### config.mk
export PLATFORM = sky130hd
export DESIGN_NAME = seq_multiplier
export DESIGN_NICKNAME = d
export VERILOG_FILES = /design/src/rtl/seq_multiplier.sv
export SDC_FILE = /design/constraint.sdc
export NUM_CORES = 1
export LEC_CHECK = 0
export CORE_MARGIN = 4
export CORE_UTILIZATION = 43
export CTS_CLUSTER_DIAMETER = 40
export CTS_CLUSTER_SIZE = 8
export DETAILED_ROUTE_END_ITERATION = 7
export MAX_ROUTING_LAYER = met4
export PLACE_DENSITY = 0.69
export SYNTH_ARGS = -nofsm -noshare
export SYNTH_HDL_FRONTEND = slang
export SYNTH_SLANG_ARGS = --single-unit
### constraint.sdc
create_clock -name clk -period 2.3 [get_ports clk]
set_input_delay 0.345 -clock clk [delete_from_list [all_inputs] [get_ports clk]]
set_output_delay 0.345 -clock clk [all_outputs]
set_load 0.02 [all_outputs]
### src/rtl/seq_multiplier.sv
// Shift-and-add unsigned multiplier: one (N+1)-bit multiplying adder iterated N times,
// with a start/ready request handshake and a one-cycle done pulse carrying the 2N-bit product.
module seq_multiplier #(
  parameter int N = 4
) (
  input  logic           clk,
  input  logic           rst_n,
  input  logic           start,
  input  logic [N-1:0]   a,
  input  logic [N-1:0]   b,
  output logic           ready,
  output logic           done,
  output logic [2*N-1:0] p
);

  localparam int CW = $clog2(N + 1);
  localparam logic [CW-1:0] LAST_ITER = CW'(N - 1);

  typedef enum logic [1:0] {IDLE, BUSY, DONE} state_t;

  state_t           state_q, state_d;
  logic [N-1:0]     mcand_q, mcand_d;
  logic [N-1:0]     mult_q, mult_d;
  logic [N:0]       acc_q, acc_d;
  logic [CW-1:0]    cnt_q, cnt_d;
  logic [2*N-1:0]   p_q, p_d;
  logic             ready_q, ready_d;
  logic             done_q, done_d;
  logic [N:0]       sum;

  function automatic logic [N:0] mul_add(input logic [N:0] x, input logic [N:0] y,
                                         input logic m);
    return x + (m ? y : '0);
  endfunction

  // acc_q[N] is always zero after the shift, so acc_q equals {1'b0, acc_q[N-1:0]}.
  assign sum = mul_add(acc_q, {1'b0, mcand_q}, mult_q[0]);

  always_comb begin
    state_d = state_q;
    mcand_d = mcand_q;
    mult_d  = mult_q;
    acc_d   = acc_q;
    cnt_d   = cnt_q;
    p_d     = p_q;
    case (state_q)
      IDLE: begin
        if (start) begin
          mcand_d = a;
          mult_d  = b;
          acc_d   = '0;
          cnt_d   = '0;
          state_d = BUSY;
        end
      end
      BUSY: begin
        acc_d  = {1'b0, sum[N:1]};
        mult_d = {sum[0], mult_q[N-1:1]};
        cnt_d  = cnt_q + 1'b1;
        if (cnt_q == LAST_ITER) begin
          state_d = DONE;
          p_d     = {sum, mult_q[N-1:1]};
        end
      end
      DONE:    state_d = IDLE;
      default: state_d = IDLE;
    endcase
    ready_d = (state_d == IDLE);
    done_d  = (state_d == DONE);
  end

  always_ff @(posedge clk or negedge rst_n) begin
    if (!rst_n) begin
      state_q <= IDLE;
      mcand_q <= '0;
      mult_q  <= '0;
      acc_q   <= '0;
      cnt_q   <= '0;
      p_q     <= '0;
      ready_q <= 1'b1;
      done_q  <= 1'b0;
    end else begin
      state_q <= state_d;
      mcand_q <= mcand_d;
      mult_q  <= mult_d;
      acc_q   <= acc_d;
      cnt_q   <= cnt_d;
      p_q     <= p_d;
      ready_q <= ready_d;
      done_q  <= done_d;
    end
  end

  assign ready = ready_q;
  assign done  = done_q;
  assign p     = p_q;

endmodule

==> flow_summary_export.csv <==
group,metric,value,unit
outcome,status,"finished, final reports clean",
sta,fin_skew,0.00372,ns
clock_tree,clock_sinks,27,
critical_path,setup.worst_path.class,"reg2out",
global_route,track_usage,14.3,%
route,dr.pass1.iters,4,
route,drc,0,
route,drtIter0Drc,22,
sta,fin_crit,1.79,ns
sta,post-route-period-util,77.8,%
sta,setup_viol,0,
route,wl_per_cell,13.3,um
clock_tree,clockBufferDepth,2,
yosys,syn_nets,130,
critical_path,cpPeakStageDelay,0.59,ns
critical_path,critPathRequiredTime,1.96,ns
place,place_inst,162,
global_route,grt_max_degree,28,
clock_tree,ctsResizeCount,0,
floorplanning,core_region_area,2760,um^2
critical_path,critical_path.endpoint_type,"output pin",
global_route,antenna_found_initial,0,
yosys,yosysWarnings,0,
clock_tree,post_cts_buffers,0,
floorplanning,die_w,61.6,um
global_route,grt_pass1_vias,900,
run,cap_violations,0,
yosys,syn_inst,112,
floorplanning,die_area,3800,um^2
critical_path,crit_fanout,1,
yosys,yosys.cell_types.count,26,
floorplanning,fp-row-count,19,
clock_tree,hold_buffers,0,
critical_path,arrival,1.44,ns
critical_path,start_kind,"flop",
route,totalWireLength,2220,um
clock_tree,ctsRootBufferMaster,"clkbuf_4",
worst_hold_path,hold_path_class,"in2async",
sta,hold_violations,0,
route,num_vias,871,
yosys,synth_edf_count,0,
global_route,grt_pass1_wl,3980,um
yosys,synth_seq_cells,27,
clock_tree,htree_levels,1,
clock_tree,cts_tree,"done",
clock_tree,cts.clk_slew.worst_paths,0.14,ns
place,io_buffers,20,
pwr,peakVddDrop,0.000710,V
floorplanning,die_h,61.6,um
sta,drv_slew,0,
finish,fin_cells,166,
yosys,async_reset_ff_share,100,%
sta,max_slew_margin,69.7,%
sta,rsz0062_at_grt,"no",
finish,antenna_cells,0,
finish,final_nets,154,
clock_tree,clk_latency,0.31,ns
floorplanning,io_pins,21,
critical_path,path_buf_inv,1,
route,postRouteAntennaNets,0,
finish,area_delta_synth_final,21.0,%
sta,worst_slew_pin_slew,0.454,ns
sta,tns,0,ns
yosys,synth_flop_cell,"dfrtp_1",
critical_path,cpLargestDelayFamily,"buffers and inverters",
yosys,syn_area,1240,um^2
sta,max_clock_freq,559,MHz
yosys,yosysSeqAreaShare,54.7,%
place,post-dp-hpwl,1720,um
yosys,avgSynthCellArea,11.0,um^2
route,routed_via_density,5.25,
global_route,gr-total-overflow,0,
critical_path,crit_slowest_cell,"clkdlybuf4s50_1",
pwr,p_leak,0.725,nW
clock_tree,cts_made_buffers,3,
critical_path,crit_chain,"clkdlybuf4s50_1",
finish,drive_above_1_share,11.1,%
floorplanning,initial_core_util,44.9,%
pwr,powerDensity,1180,nW/um^2
place,routabilityCongestion,0.740,
## area by class of cell
class,count,area (um^2)
fill,263,1260
sequential,27,677
multi-input combinational,77,526
timing repair buffer,21,208
tap,31,38.8
clock buffer,4,26.3
inverter,6,22.5
## cell usage after synthesis, types with 2 or more instances
| cell | instances | share of area [%] |
|---|---|---|
| a22o_1 | 2 | 1.4 |
| xor2_1 | 2 | 1.4 |
| a22oi_1 | 3 | 1.8 |
| mux2_2 | 4 | 3.6 |
| and2b_1 | 4 | 2.4 |
| inv_1 | 5 | 1.5 |
| a21oi_1 | 6 | 2.4 |
| dfrtp_1 | 26 | 53 |
| nand2_1 | 23 | 7.0 |
| ha_1 | 6 | 6.1 |
| o21ai_1 | 2 | 0.81 |
| nor2b_4 | 2 | 2.2 |
| and2_1 | 3 | 1.5 |
| nand2b_1 | 2 | 1.0 |
| o21ai_0 | 11 | 4.4 |
## metal layers
metal | share of wire (%) | routed length, um | up-vias | global-route usage (%)
met5 | 0 | 0 | - | -
li1 | - | - | 420 | -
met4 | 0.27 | 6 | 0 | 1.52
met1 | 45 | 1010 | 421 | 19.2
met2 | 48 | 1070 | 28 | 22.6
met3 | 6.0 | 132 | 2 | 3.98
## stage by stage
stage               setup WS, ns  util (%)  hold slack [ns]  total power [mW]  area [um^2]
floorplan                  0.736         -           0.0494              1.31         1240
global placement           0.562      53.4            0.460              1.57         1470
detailed placement         0.498      53.4            0.469              1.60         1470
CTS                        0.483      54.3            0.382              1.80         1500
global route               0.392      54.3            0.405              1.94         1500
finish                     0.510      54.3            0.380              1.77         1500
## cell usage in the layout, fill, tap and decap left out, drive strengths merged, types with 2 or more instances in the layout
cell / netlist / layout
ha: 6 / 6
xor2: 2 / 2
and2: 3 / 3
dfrtp: 26 / 26
mux2: 5 / 5
clkbuf: 0 / 4
nand2b: 2 / 2
a22oi: 3 / 3
inv: 6 / 6
clkdlybuf4s50: 0 / 20
o21ai: 13 / 13
and2b: 4 / 4
nor2b: 3 / 3
a22o: 2 / 2
a21oi: 6 / 6
nand2: 23 / 23
## cells by family (layout without fill, tap and decap cells)
logic type / Yosys count / count (layout) / synth area share [%]
muxes: 5 / 5 / 4.85
adders and majority gates: 7 / 7 / 7.68
DFF: 27 / 27 / 54.7
AOI/OAI and AO/OA: 26 / 26 / 12.4
xor gates and xnor gates: 2 / 2 / 1.42
and+or+nand+nor: 37 / 37 / 16.1
buffers and inverters: 8 / 31 / 2.83
## final timing paths
path                                        from                to  slack [ns]  depth (start not counted)
min                                        rst_n    done$_DFF_PN0_        0.38                          2
max in group asynchronous                  rst_n   ready$_DFF_PN1_        1.63                          2
max reg2reg                mult_q[0]$_DFFE_PN0P_  p[7]$_DFFE_PN0P_        0.55                          8
min reg2reg                     p[3]$_DFFE_PN0P_  p[3]$_DFFE_PN0P_        0.49                          2
max                              ready$_DFF_PN1_             ready        0.51                          1
min in group clk                p[3]$_DFFE_PN0P_  p[3]$_DFFE_PN0P_        0.49                          2
## power by group
group	leakage (nW)	switching [mW]	internal, mW
Combinational	0.368	0.387	0.364
Sequential	0.342	0.150	0.674
Clock	0.0150	0.130	0.0678
Total	0.725	0.667	1.11
## flip-flops by register name, summed over array words and instances (netlist names)
| register | count |
|---|---|
| ready | 1 |
| acc_q | 4 |
| cnt_q | 3 |
| done | 1 |
| state_q | 2 |
| mult_q | 4 |
| p | 8 |
| mcand_q | 4 |
Note: power is estimated with default switching activity, not from simulation.
==> patch 1, RTL diff (config.mk and constraints unchanged) <==
Set the parameter `N` to 16 (it was 4).
--- a/src/rtl/seq_multiplier.sv
+++ b/src/rtl/seq_multiplier.sv
@@ -1,7 +1,7 @@
 // Shift-and-add unsigned multiplier: one (N+1)-bit multiplying adder iterated N times,
 // with a start/ready request handshake and a one-cycle done pulse carrying the 2N-bit product.
 module seq_multiplier #(
-  parameter int N = 4
+  parameter int N = 16
 ) (
   input  logic           clk,
   input  logic           rst_n,
Ports: changed (resized a, b and p); port bits go from 21 to 69. No check against the original RTL was run, so the function may have changed too.
==> patch 1 against the original RTL <==
The run now ends with setup timing left; highest routed layer unchanged; die area rose to 3.2 times the old value; synthesized area rose to 3.6 times the old value; register-to-register slack got worse by 0.59 ns; sequential cell count rose by 62; cell count rose to 4.2 times the old value; total power rose to 4.8 times the old value; routed wire length rose to 5.1 times the old value; setup slack got worse by 0.55 ns; clock power rose to 5.9 times the old value; count of clock-buffer cells in the layout rose by 7; cell area rose to 4.1 times the old value; critical path depth rose by 8.
==> patch 1: results (changes against the original RTL) <==
status=finished, violations left; violated checks=setup timing; GRT Total Usage=20.20% (+5.9 points); crit-path max FO=7 (+6); max reg flops=32 (+24); clock transition at the registers of the reported paths=0.09 ns (-0.05 ns); final setup margin=-0.04429 ns (-0.5546 ns); DR vias=3708 (+330%); Yosys cell types=51 (+96%); Cell Area, Placed=0.005600 sq mm (+280%); multiplexer share of the synthesized area=3.999% (-0.85 points); layout cells sized above 1=22.48% (+11 points); Post-Place Setup Slack=-0.1312 ns (-0.6289 ns); largest cells by area after synthesis=dfrtp_1 (49%), nand2_1 (7.1%), o21ai_0 (5.3%); Lkg Pwr=2.652 nW (+270%); Post-Synth XOR/XNOR Area=1.361% (-0.055 points); Critical Path AT=2.59 ns (+1.15 ns); adder-cell share of the synthesized area=5.443% (-2.2 points); Initial DRC Count=134 (+510%); sequential fraction of the synthesis area=49.46% (-5.2 points); clk root buf=clkbuf_8; Final nets=614 (+300%); first-pass GRT wire length=18530 um (+370%); largest net degree at the start of global routing=40 (+43%); FF-to-FF path depth=9 (+1); CTS buffer count=9 (+6); Clock Latency Late Sink=0.36 ns (+0.05 ns); gpl congestion=0.8445 (+14%); r2r endpoint=p[25]; Compound-Gate Fraction of Synth Area=20.33% (+7.9 points); Final HPWL DP=7975 um (+360%); Max H-tree Level=3 (+2); final setup vio count=4 (+4); clock skew=0.01126 ns (+0.007536 ns); DR WL/cell=16.08 um (+20%); syn nets=512 (+290%)
==> patch 1: cell count changes after synthesis, sizes merged, moves of 6 or more <==
cell / change
a21oi: +26
dfrtp: +62
and2: +16
o21ai: +37
nor2: +8
ha: +12
nand4: +6
inv: +7
mux2: +11
a22oi: +13
clkbuf: +16
nand2: +62
buf: +6
nor2b: +17
==> patch 1: worst max-delay path by stage <==
stage / from / to / depth (start not counted)
6_report: mult_q[0] / p[25] / 9
3_3_place_gp: mult_q[0] / acc_q[9] / 9
4_1_cts: mult_q[0] / p[25] / 9
5_1_grt: mult_q[0] / p[25] / 9
2_1_floorplan: mult_q[0] / acc_q[13] / 10
3_5_place_dp: mult_q[0] / acc_q[9] / 9
==> patch 1: worst max-delay path, stage by stage, from the launching register on <==
cell       delay [ns]
dfrtp_1          0.40
buf_6            0.14
buf_12           0.12
and2_4           0.14
ha_4             0.24
nor2b_4          0.14
o2111ai_4        0.28
a211oi_2         0.14
or3_4            0.39
a31o_2           0.25
==> patch 1: area by class of cell <==
type                            count  area [sq um]
Clock buffer                       11         131.4
Clock inverter                      5         80.08
Fill cell                         902          4080
Inverter                           13         48.80
Multi-Input combinational cell    332          2442
Sequential cell                    89          2228
Tap cell                          136         170.2
Timing Repair Buffer              115          1096
==> patch 1: kinds of logic (layout without fill, tap and decap cells) <==
logic type | after synthesis | in the layout
xor+xnor | 7 | 7
compound gates | 138 | 138
mux | 16 | 16
buf+inv | 37 | 144
simple gates | 152 | 152
flops | 89 | 89
fa+ha+maj | 19 | 19
==> patch 1: per-layer routing <==
layer	wire, um	vias to the layer above	global-route usage [%]
met5	0	-	-
met4	204	0	5.189
met3	439	16	4.950
met2	5552	79	32.50
met1	5073	1796	25.78
li1	-	1817	-
==> patch 1: stage by stage <==
| step | std cells | hold slack (ns) |
|---|---|---|
| 6_report | 701 | 0.4751 |
| 5_1_grt | 701 | 0.5095 |
| 4_1_cts | 696 | 0.4743 |
| 3_5_place_dp | 676 | 0.3312 |
| 3_3_place_gp | 676 | 0.3263 |
| 2_1_floorplan | 458 | 0.04941 |
==> patch 1: repair_timing <==
item,in CTS,in global routing
setup buffers,3,4
cloned,0,1
pin swaps,8,18
resized for setup,23,33
hold buffers,1,0
setup endpoints to repair,15,20
endpoints found under the hold margin,33,0
==> patch 1: where the power goes <==
part           leakage, nW  internal (W)  switching (W)
Combinational         1.43       0.00234        0.00222
Sequential            1.12       0.00228       0.000546
Clock               0.0995      0.000611       0.000556
Total                 2.65       0.00524        0.00333
==> patch 2, RTL diff (config.mk and constraints unchanged) <==
Made on the original files. Make the reset (`rst_n`) synchronous in one clocked block.
--- a/src/rtl/seq_multiplier.sv
+++ b/src/rtl/seq_multiplier.sv
@@ -69,7 +69,7 @@
     done_d  = (state_d == DONE);
   end
 
-  always_ff @(posedge clk or negedge rst_n) begin
+  always_ff @(posedge clk) begin
     if (!rst_n) begin
       state_q <= IDLE;
       mcand_q <= '0;
Function: differs if rst_n is asserted again (counterexample within 4 cycles, from zero or initial values and one cycle with rst_n low); with rst_n held inactive, the same outputs for 10 cycles.
==> patch 2 against the original RTL <==
Global-route usage up 0.74 points; critical endpoint is now p[5]; sequential cell count unchanged; setup slack better by 0.091 ns; routed wire length up 4.2%; via count up 8.3%; synthesized cell count up 18%; worst hold slack better by 0.096 ns; highest routed layer unchanged; clock skew up 0.0035 ns; critical path depth up 6; non-clock buffer count unchanged; synthesized area up 0.10%; largest cell class is now multi-input gates; cell area down 1.7%.
Power is not compared: it rests on default switching activity, and its combinational part moved more than twofold at a synthesized area within 25%.
==> patch 2: results (changes against the original RTL) <==
vias in the first global route=943 (+4.8%); largest cells by area after synthesis=dfxtp_1 (44%), ha_1 (6.1%), nand2_1 (5.2%); GRT Total Usage=15.08% (+0.74 points); number of buffers added for setup after CTS=0 (unchanged); syn nets=150 (+15%); Post-synth ARST share=0% (-100 points); Post-route DRC=0 (unchanged); slew margin rel.=57.86% (-12 points); Placed Instances=177 (+9.3%); Yosys cell types=32 (+23%); sequential fraction of the synthesis area=43.64% (-11 points); CP top delay family=adder cells; DR WL/cell=12.76 um (-4.4%); Cell Area, Placed=0.001446 sq mm (-1.7%); first-pass GRT wire length=4112 um (+3.3%); final WL=2309 um (+4.2%); Clock Latency Late Sink=0.32 ns; Critical Path Max Stage Delay=0.40 ns (-0.19 ns); slowest CP cell=dfxtp_1; Final nets=169 (+9.7%); Critical Path AT=1.95 ns (+0.51 ns); crit-path max FO=5 (+4); clock skew=0.007233 ns (+0.003511 ns); Initial DRC Count=50 (+130%); Post-Place Setup Slack=0.5328 ns (+0.03511 ns); hold crit path type=flip-flop to flip-flop; worst setup path start=mult_q[0]; final hold violations=0 (unchanged); layout cells sized above 1=7.333% (-3.8 points); status=completed; CTS buffer count=3 (unchanged); largest net degree at the start of global routing=20 (-29%); Period minus WS final=1.699 ns (-0.09101 ns); top cells by count, synth=dfxtp_1 (27), nand2_1 (17), nor2b_1 (10); critical path endpoint=p[5]; syn avg cell area=9.384 sq um (-15%); FF-to-FF path depth=7 (-1); routed vias/inst=5.210 (-0.71%); FF-to-FF setup slack=0.60 ns (+0.05 ns); Final HPWL DP=1813 um (+5.7%); post-CTS resize count=0 (unchanged)
-- patch 2: worst min path at each step --
stage | slack (ns) | end | startpoint | cells past startpoint
5_1_grt | 0.50 | p[2] | p[2] | 2
3_3_place_gp | 0.45 | p[3] | p[3] | 2
4_1_cts | 0.48 | p[3] | p[3] | 2
6_report | 0.48 | p[5] | p[5] | 2
3_5_place_dp | 0.46 | p[3] | p[3] | 2
2_1_floorplan | 0.45 | acc_q[3] | acc_q[3] | 2
-- patch 2: per-layer routing --
layer,track usage (%),up-vias,part of all wire (%)
met2,23.77,19,47
met1,17.83,429,47
met5,-,-,0
met3,3.145,4,4.5
met4,8.182,0,1.3
li1,-,491,-
-- patch 2: logic make-up (layout without fill, tap and decap cells) --
group	count (synthesis)	after routing	synth area share (%)
AND/OR/NAND/NOR	50	50	21.51
AO/OA/AOI/OAI	30	30	18.28
flip-flops	27	27	43.64
buffers and inverters	13	31	4.949
adder cells (fa/ha/maj)	7	7	7.677
multiplexers	4	4	3.232
XOR/XNOR	1	1	0.7072
-- patch 2: power groups by stage --
| stage | logic, W | clock network, W | registers, W |
|---|---|---|---|
| finish | 0.0000878 | 0.000203 | 0.000498 |
| global route | 0.0000980 | 0.000230 | 0.000502 |
| CTS | 0.0000888 | 0.000213 | 0.000499 |
| detailed placement | 0.0000880 | 0 | 0.000509 |
| global placement | 0.0000857 | 0 | 0.000508 |
| floorplan | 0.0000563 | 0 | 0.000505 |
-- patch 2: layout make-up --
| type | instances | area, sq um |
|---|---|---|
| Clock buffer | 4 | 26.28 |
| Fill cell | 263 | 1285 |
| Inverter | 6 | 22.52 |
| Multi-Input combinational cell | 92 | 636.9 |
| Sequential cell | 27 | 540.5 |
| Tap cell | 31 | 38.79 |
| Timing Repair Buffer | 21 | 207.7 |
